**src/rtl/mem_lane_unit.sv**
```systemverilog
// mem_lane_unit: byte-lane steering between the M-stage load/store port and
// data memory. Produces byte enables and lane-shifted store data, merges and
// sign/zero-extends load data, and either splits word-boundary-crossing
// accesses into two memory beats or reports them as address exceptions.
module mem_lane_unit #(
  parameter int DATA_W          = 32,
  parameter bit ALLOW_UNALIGNED = 1'b0,
  parameter int ADDR_W          = 32
) (
  input  logic              clk,
  input  logic              reset,
  input  logic              req_valid,
  output logic              req_ready,
  input  logic              req_we,
  input  logic [1:0]        req_size,
  input  logic              req_signed,
  input  logic [ADDR_W-1:0] req_addr,
  input  logic [DATA_W-1:0] req_wdata,
  output logic              rsp_valid,
  output logic [DATA_W-1:0] rsp_rdata,
  output logic              rsp_exc,
  output logic              mem_valid,
  input  logic              mem_ready,
  output logic              mem_we,
  output logic [ADDR_W-1:0] mem_addr,
  output logic [DATA_W/8-1:0] mem_be,
  output logic [DATA_W-1:0] mem_wdata,
  input  logic [DATA_W-1:0] mem_rdata
);

  localparam int NB = DATA_W / 8;     // byte lanes
  localparam int OW = $clog2(NB);     // lane-offset bits
  localparam int CW = 5;              // wide enough for off + nbytes (max 15)
  localparam int SW = CW + 3;         // bit-shift amount width
  localparam int BW = 2 * NB;         // byte enables across two beats

  typedef enum logic [1:0] {IDLE, BEAT0, BEAT1, RESP} state_t;

  state_t              state_q, state_d;
  logic                we_q, we_d;
  logic [1:0]          size_q, size_d;
  logic                signed_q, signed_d;
  logic [ADDR_W-1:0]   addr_q, addr_d;
  logic [DATA_W-1:0]   wdata_q, wdata_d;
  logic                exc_q, exc_d;
  logic [DATA_W-1:0]   rd0_q, rd0_d;
  logic [DATA_W-1:0]   rd1_q, rd1_d;

  // Decode of the incoming request, used to pick the exception path at accept.
  logic [CW-1:0] in_nbytes, in_off;
  logic          in_cross, in_misal, in_exc;

  assign in_nbytes = CW'(1) << req_size;
  assign in_off    = CW'(req_addr[OW-1:0]);
  assign in_cross  = (in_off + in_nbytes) > CW'(NB);
  assign in_misal  = (in_off & (in_nbytes - CW'(1))) != '0;
  assign in_exc    = (in_nbytes > CW'(NB)) || (!ALLOW_UNALIGNED && (in_cross || in_misal));

  // Decode of the captured access, which drives both beats and the merge.
  logic [CW-1:0]       nbytes_w, off_w;
  logic                cross_w;
  logic [SW-1:0]       bit_sh, bit_sh_hi;
  logic [BW-1:0]       be_wide;
  logic [2*DATA_W-1:0] wd_wide;
  logic [ADDR_W-1:0]   beat_base;

  assign nbytes_w  = CW'(1) << size_q;
  assign off_w     = CW'(addr_q[OW-1:0]);
  assign cross_w   = (off_w + nbytes_w) > CW'(NB);
  assign bit_sh    = {off_w, 3'b000};
  assign bit_sh_hi = SW'(DATA_W) - bit_sh;
  // Low half of each wide vector is beat 0, high half is the spill into beat 1.
  assign be_wide   = ((BW'(1) << nbytes_w) - BW'(1)) << off_w;
  assign wd_wide   = {{DATA_W{1'b0}}, wdata_q} << bit_sh;
  assign beat_base = {addr_q[ADDR_W-1:OW], {OW{1'b0}}};

  // Load merge: beat-0 bytes shifted down, beat-1 bytes filling the top.
  logic [DATA_W-1:0] raw, ext;
  logic [NB-1:0]     lane_msb;
  logic              sign_bit;

  assign raw      = (rd0_q >> bit_sh) | (cross_w ? (rd1_q << bit_sh_hi) : '0);
  assign sign_bit = signed_q && lane_msb[OW'(nbytes_w - CW'(1))];

  for (genvar gi = 0; gi < NB; gi++) begin : g_lane
    assign lane_msb[gi]     = raw[8*gi+7];
    assign ext[8*gi +: 8]   = (CW'(gi) < nbytes_w) ? raw[8*gi +: 8] : {8{sign_bit}};
  end

  // Beat FSM: next state, request capture and all handshake outputs.
  always_comb begin
    state_d   = state_q;
    we_d      = we_q;
    size_d    = size_q;
    signed_d  = signed_q;
    addr_d    = addr_q;
    wdata_d   = wdata_q;
    exc_d     = exc_q;
    rd0_d     = rd0_q;
    rd1_d     = rd1_q;
    req_ready = 1'b0;
    rsp_valid = 1'b0;
    rsp_rdata = '0;
    rsp_exc   = 1'b0;
    mem_valid = 1'b0;
    mem_we    = 1'b0;
    mem_addr  = '0;
    mem_be    = '0;
    mem_wdata = '0;
    case (state_q)
      IDLE: begin
        req_ready = 1'b1;
        if (req_valid) begin
          we_d     = req_we;
          size_d   = req_size;
          signed_d = req_signed;
          addr_d   = req_addr;
          wdata_d  = req_wdata;
          exc_d    = in_exc;
          state_d  = in_exc ? RESP : BEAT0;
        end
      end
      BEAT0: begin
        mem_valid = 1'b1;
        mem_we    = we_q;
        mem_addr  = beat_base;
        mem_be    = be_wide[NB-1:0];
        mem_wdata = wd_wide[DATA_W-1:0];
        if (mem_ready) begin
          rd0_d   = mem_rdata;
          state_d = cross_w ? BEAT1 : RESP;
        end
      end
      BEAT1: begin
        mem_valid = 1'b1;
        mem_we    = we_q;
        mem_addr  = beat_base + ADDR_W'(NB);
        mem_be    = be_wide[BW-1:NB];
        mem_wdata = wd_wide[2*DATA_W-1:DATA_W];
        if (mem_ready) begin
          rd1_d   = mem_rdata;
          state_d = RESP;
        end
      end
      RESP: begin
        rsp_valid = 1'b1;
        rsp_exc   = exc_q;
        rsp_rdata = (we_q || exc_q) ? '0 : ext;
        state_d   = IDLE;
      end
      default: state_d = IDLE;
    endcase
  end

  // State and captured-request registers; reset abandons any access in flight.
  always_ff @(posedge clk) begin
    if (reset) begin
      state_q  <= IDLE;
      we_q     <= 1'b0;
      size_q   <= '0;
      signed_q <= 1'b0;
      addr_q   <= '0;
      wdata_q  <= '0;
      exc_q    <= 1'b0;
      rd0_q    <= '0;
      rd1_q    <= '0;
    end else begin
      state_q  <= state_d;
      we_q     <= we_d;
      size_q   <= size_d;
      signed_q <= signed_d;
      addr_q   <= addr_d;
      wdata_q  <= wdata_d;
      exc_q    <= exc_d;
      rd0_q    <= rd0_d;
      rd1_q    <= rd1_d;
    end
  end

endmodule

```
**config.mk**
```make
export PLATFORM = sky130hd
export DESIGN_NAME = mem_lane_unit
export DESIGN_NICKNAME = d
export VERILOG_FILES = /design/src/rtl/mem_lane_unit.sv
export SDC_FILE = /design/constraint.sdc
export NUM_CORES = 1
export LEC_CHECK = 0
export ABC_CLOCK_PERIOD_IN_PS = 4900
export BUFFER_PORTS_ARGS = -buffer_cell sky130_fd_sc_hd__buf_2
export CORE_MARGIN = 2
export CORE_UTILIZATION = 43
export CTS_CLUSTER_DIAMETER = 60
export DETAILED_ROUTE_END_ITERATION = 12
export PLACE_DENSITY = 0.67
export SLEW_MARGIN = 10
export SYNTH_ARGS = -nofsm -noshare
export SYNTH_HDL_FRONTEND = slang
export SYNTH_SLANG_ARGS = --single-unit
```
**constraint.sdc**
```tcl
create_clock -name clk -period 4.9 [get_ports clk]
set_clock_uncertainty 0.15 [all_clocks]
set_input_delay 0.98 -clock clk [delete_from_list [all_inputs] [get_ports clk]]
set_output_delay 0.98 -clock clk [all_outputs]
set_load 0.02 [all_outputs]
```
Word-level counts from Yosys, hierarchy flattened
Index checks and enable logic that the tools add are counted.
{ "word_totals": {"output_inout_bits": 105, "elab_cells": 73, "regBits": 135, "input_bits": 104} }
{ "classes": {"addsub": 7, "bitwise_logic": 2, "n_reduce_logical": 11, "shift": 7, "n_lt_le_gt_ge": 8, "n_mux": 23, "n_eq_ne": 6} }
{ "ops": {"columns": ["op", "n"], "rows": [
  ["$pmux 32 s2", 2],
  ["$mux 32", 3],
  ["$shl 32x5->64", 1],
  ["$add 32x3->32 const B", 1],
  ["$mux 8", 4],
  ["$or 32x32->32", 1],
  ["$shl 32x8->32", 1],
  ["$shr 32x5->32", 1],
  ["$gt 5x3->1 const B", 3],
  ["$add 2x5->5", 2],
  ["$lt 1x5->1 const A", 2],
  ["$lt 2x5->1 const A", 2],
  ["$shl 1x2->5 const A", 2],
  ["$mux 2", 4],
  ["$pmux 2 s4", 1],
  ["$pmux 4 s2", 1],
  ["$shl 1x5->8 const A", 1],
  ["$shl 8x2->8", 1],
  ["$sub 8x2->8 const B", 1],
  ["$mux 1", 7],
  ["$sub 6x5->7 const A", 1],
  ["$ne 2x2->1 const B", 3],
  ["$reduce_and 2->1", 3],
  ["$and 2x5->5", 1],
  ["12 further kinds", 15]
]} }

Logic depth before layout (Yosys ltp)
{ "logic_depth": {"depth_word": 11, "depth_mapped": 13, "mapped_depth_nobuf": 10} }

Worst setup path before layout
OpenSTA, ideal clock, no wires.
{ "synth_path": {"path_kind": "register to output", "start": "reg addr_q[0]", "end": "out rsp_rdata[15]", "stages_incl_launch_ff": 12, "slack_ns": 0.841, "required_time_ns": 3.770, "n_path_buf": 5, "arrival_ns": 2.929, "path_cell_list": "dfxtp_1 > buf_2 > inv_1 > clkbuf_1 > clkbuf_1 > ha_1 > buf_2 > nor3b_1 > a32oi_1 > buf_2 > o221a_2 > nor4_1"} }
{ "synth_via": {"elab_chain_cells": 10, "elab_cells_between_ends": 13, "classes_between": "2 x add/sub; 1 x order compare; 2 x shift; 6 x mux; 1 x bitwise; 1 x reduce/logical"} }
{ "synth_rtl": {"columns": ["element", "line", "rtl"], "rows": [
  ["start: declaration", "43", "logic [ADDR_W-1:0] addr_q, addr_d;"],
  ["start signal: assignment", "172", "addr_q <= addr_d;"],
  ["$sub 6x5->7 or $add 2x5->5 (tied branches)", "71, 69", null],
  ["$shl 32x8->32 or $gt 5x3->1 (tied branches)", "82, 69", null],
  ["$mux 32", "82", "assign raw = (rd0_q >> bit_sh) | (cross_w ? (rd1_q << bit_sh_hi) : '0);"],
  ["$or 32x32->32 (*)", "82", null],
  ["$bmux 1 s2", "83", "assign sign_bit = signed_q && lane_msb[OW'(nbytes_w - CW'(1))];"],
  ["$mux 1 (implied by the code)", "83", null],
  ["$logic_and 1x1->1", "83", null],
  ["$mux 8 (*)", "87", "assign ext[8*gi +: 8] = (CW'(gi) < nbytes_w) ? raw[8*gi +: 8] : {8{sign_bit}};"],
  ["$mux 32 (*)", "148", "rsp_rdata = (we_q || exc_q) ? '0 : ext;"],
  ["$mux 32 (*)", "110", "case (state_q)"],
  ["end: declaration", "20", "output logic [DATA_W-1:0] rsp_rdata,"]
]} }
Every way passes the cells marked *; elsewhere a longest branch is shown, timed or not. The select of a mux whose other input is x is not followed.

Final worst setup path
{ "layout_path": {"start": "reg size_q[0]", "end": "out rsp_rdata[6]"} }
{ "layout_via": {"elab_chain_cells": 11, "elab_cells_between_ends": 13, "classes_between": "2 x add/sub; 2 x order compare; 1 x shift; 6 x mux; 1 x bitwise; 1 x reduce/logical"} }
{ "layout_rtl": {"columns": ["element", "line", "rtl"], "rows": [
  ["start: declaration", "41", "logic [1:0] size_q, size_d;"],
  ["start signal: assignment", "170", "size_q <= size_d;"],
  ["$shl 1x2->5 (*)", "67", "assign nbytes_w = CW'(1) << size_q;"],
  ["$add 2x5->5", "69", "assign cross_w = (off_w + nbytes_w) > CW'(NB);"],
  ["$gt 5x3->1", "69", null],
  ["$mux 32", "82", null],
  ["$or 32x32->32", "82", null],
  ["$bmux 1 s2", "83", null],
  ["$mux 1 (implied by the code)", "83", null],
  ["$logic_and 1x1->1", "83", null],
  ["$mux 8 (*)", "87", null],
  ["$mux 32 (*)", "148", null],
  ["$mux 32 (*)", "110", null]
]} }
Marked as above.

==> results.md <==
- Status: finished clean
- Core Region: ~0.019 mm2
- CTS tree: yes
- Area occupied by multi-input gates: roughly 0.0052 mm2
- Clock power share: 0.317
- Post-Syn Area: 0.00834 mm2
- Power per cell area: around 450 mW/mm2
- IO Pins: 209
- Register area share after synthesis: 0.324
- Worst Path Max Fanout: 14
- CP Capture Type: primary output
- Final Hold Vio Count: 0
- Synth warn: 0
- H-Tree Depth: 4
- Remaining global-route overflow: 0
- Fillers: ~1,900
- Slowest CP cell: nor2_1
- Largest net degree at the start of global routing: 60
- Cts bufs inserted: 17
- Pleak: ~4 nW
- EDFF count, synth: 0
- Critical Path RT: 3770 ps
- Post-synthesis cell type count: 60
- Final Cycle Share: 0.950
- DRT antenna net count: 0
- Reg area: between 0.002 and 0.003 mm2
- GPL Wtd Cong: between 0.9 and 1
- Routed vias/inst: about 5.6
- Syn_area_per_cell: ~7.0 um2
- Drt wl/cell: between 15 and 20 um
- Maximum clock insertion buffer count: 2
- Worst reg2reg path startpoint: size_q[0]
- Die area: approximately 0.02 mm2
- Fraction of registers with async set or reset after synthesis: 0
- Number of global-route vias before repair: slightly above 8,000
- Site Rows: 50
- Ratio of cells with drive above 1 in the final layout: 0.213
- Commonest non-fill, non-tap cell in the layout: nand2_1
- Worst R2R Setup Slack: roughly 2300 ps
- Synthesis-to-finish area growth: 22.0%
- Tmin final: between 4000 and 5000 ps
- CP arrival: 3530 ps
- Dpl hpwl: 19,700 um
- Worst min-delay path category: register to register
- Die H: ~140 um
- First-pass GRT wire length: roughly 44,000 um
- Reg2reg end: state_q[0]
- VDD IR max: ~0.00028 V
- Root buffer cell: clkbuf_16
- Synth Register Bits: approximately 140
- Relative slew margins: 0.447
- Worst hold stages: 2
- Die W: ~140 um
- Initial antenna violation count: 4
- Worst setup SP type: register
- Gate power share: 0.362
- Total wire length: about 28,000 um
- RSZ-0062 raised after global routing: false
- Final setup vio count: 0
- Global Route Usage Sum: 0.272
- Hold worst-path end: rd0_q[1]
- Final worst slack: between 200 and 250 ps
- Net Sw Frac: 0.396
- DRC: 0
- CP max stage delay: around 500 ps
- Fmax: roughly 0.21 GHz
- Initial drt markers: about 690
- Most used cell, CP: nor2_1
- Net Sw Power: approximately 1.8 mW
- Most frequent cells in the layout: nand2_1 (354), buf_2 (205), a21oi_1 (171), dfxtp_1 (133), mux2i_1 (69)
- Primary FF master, synth: dfxtp_1
- Reg2Reg Depth: 8
- Critical path type: register to primary output
- CTS sink cnt: 135
- Clock Latency Late Sink: 420 ps
- Initial Util: 0.442
- Final slew viol count: 0
- Dpl ws: about 460 ps
- # hold bufs at CTS: 0
- Final nets: ~1,500
- Worst hold start: rd0_q[1]
- Vias: just over 9,000
- Setup Fix Bufs, Post-CTS: 0
- Critical Path, Cell by Cell: nor2_2 -> ha_1 -> inv_1 -> fa_1 -> xnor2_1 -> a32oi_1 -> buf_4 -> nor2_1 -> a221oi_1 -> nor2_1 -> buf_2
- Cells after Synth: 1,196
- Number of max-cap violations: 0
- Sequential Power Share: 0.321
- Worst slew pin tran: approximately 830 ps
- Clk slew on worst S/H paths: roughly 60 ps
- 1st-pass router iterations: 5
- Internal: between 2 and 3 mW
- Fin Setup TNS: 0 ps
- IO buf count: about 200
-- state kept, by name, summed over array words and instances, names as in the netlist --
name	count
wdata_q	32
size_q	2
rd0_q	32
exc_q	1
state_q	2
rd1_q	32
signed_q	1
we_q	1
addr_q	32
-- worst max-delay path, delay by kind of cell, from the launching register on --
family	cells	cell delay, ps
AND/OR/NAND/NOR	3	1060
adder cells (fa/ha/maj)	2	610
flip-flops	1	450
buffers and inverters	3	440
AO/OA/AOI/OAI	2	340
XOR/XNOR	1	190
-- cell usage after synthesis, types with 6 or more instances --
cell type | instances | area, um2
inv_1 | 15 | 56.3
o21ai_0 | 66 | 330
clkbuf_1 | 76 | 285
nor3_1 | 6 | 30.0
o22ai_1 | 19 | 119
and3_1 | 11 | 68.8
buf_2 | 15 | 75.1
mux2_2 | 11 | 124
nand2_1 | 355 | 1330
nor2b_1 | 22 | 138
ha_1 | 12 | 150
a221oi_1 | 8 | 70.1
a21oi_1 | 171 | 856
o21a_1 | 8 | 60.1
nor2_1 | 52 | 195
dfxtp_1 | 135 | 2700
nand4_1 | 10 | 62.6
a22oi_1 | 19 | 143
a31oi_1 | 6 | 37.5
and2_1 | 18 | 113
nand3_1 | 27 | 135
mux2i_1 | 69 | 691
-- per-stage QoR --
stage / instance area, um2 / util / cells / hold WS [ps] / power, mW
final: 10200 / 0.539 / 1625 / 303 / 4.54
after global routing: 10200 / 0.539 / 1625 / 331 / 4.79
after CTS: 10200 / 0.538 / 1623 / 305 / 4.53
after detailed placement: 9510 / 0.504 / 1591 / 297 / 3.09
after global placement: 9510 / 0.504 / 1591 / 293 / 3.07
after floorplan: 8350 / - / 1197 / 283 / 2.58
-- layer usage --
layer  routed length, um  part of all wire  GRT usage  vias up
met3                2160             0.076     0.0566       65
met5                  27           0.00095          0        -
li1                    -                 -          -     4441
met1               12200              0.43      0.359     4208
met2               13200              0.46      0.442      415
met4                 813             0.029     0.0955        4
-- power groups by stage --
stage	clock, mW	combinational (mW)	sequential [mW]
after global routing	1.50	1.81	1.47
after CTS	1.45	1.63	1.45
final	1.44	1.64	1.46
after floorplan	0	1.18	1.40
after detailed placement	0	1.62	1.47
after global placement	0	1.61	1.47
-- cell families (layout without fill, tap and decap cells) --
logic type,Yosys count,count (layout),share of synthesized area
XOR/XNOR,3,3,0.00315
flip-flops,135,135,0.324
other,1,4,0.000449
buffers and inverters,115,281,0.0558
AO/OA/AOI/OAI,329,329,0.227
AND/OR/NAND/NOR,518,518,0.267
multiplexers,81,81,0.100
adder cells (fa/ha/maj),14,14,0.0228
-- final cells by class --
| cell class | count | area share |
|---|---|---|
| Clock inverter | 12 | 0.0194 |
| Inverter | 16 | 0.00590 |
| Multi-Input combinational cell | 947 | 0.510 |
| Timing Repair Buffer | 233 | 0.121 |
| Tap cell | 260 | 0.0320 |
| Sequential cell | 135 | 0.266 |
| Clock buffer | 20 | 0.0449 |
| Antenna cell | 2 | 0.000492 |
-- worst max-delay path by stage --
stage	cells past startpoint	start	slack, ps	endpoint
detailed placement	11	size_q[0]	460	rsp_rdata[31]
global placement	11	size_q[0]	600	rsp_rdata[31]
floorplan	11	addr_q[0]	840	rsp_rdata[15]
finish	11	size_q[0]	240	rsp_rdata[6]
global route	11	size_q[0]	70	rsp_rdata[6]
CTS	11	size_q[0]	160	rsp_rdata[31]
-- timing repair --
action                     CTS  global route
setup endpoints to repair    1            14
gates cloned                 0             0
resized for setup            1             1
hold endpoints to repair     0             0
No activity file was read; power rests on OpenSTA's default activity.
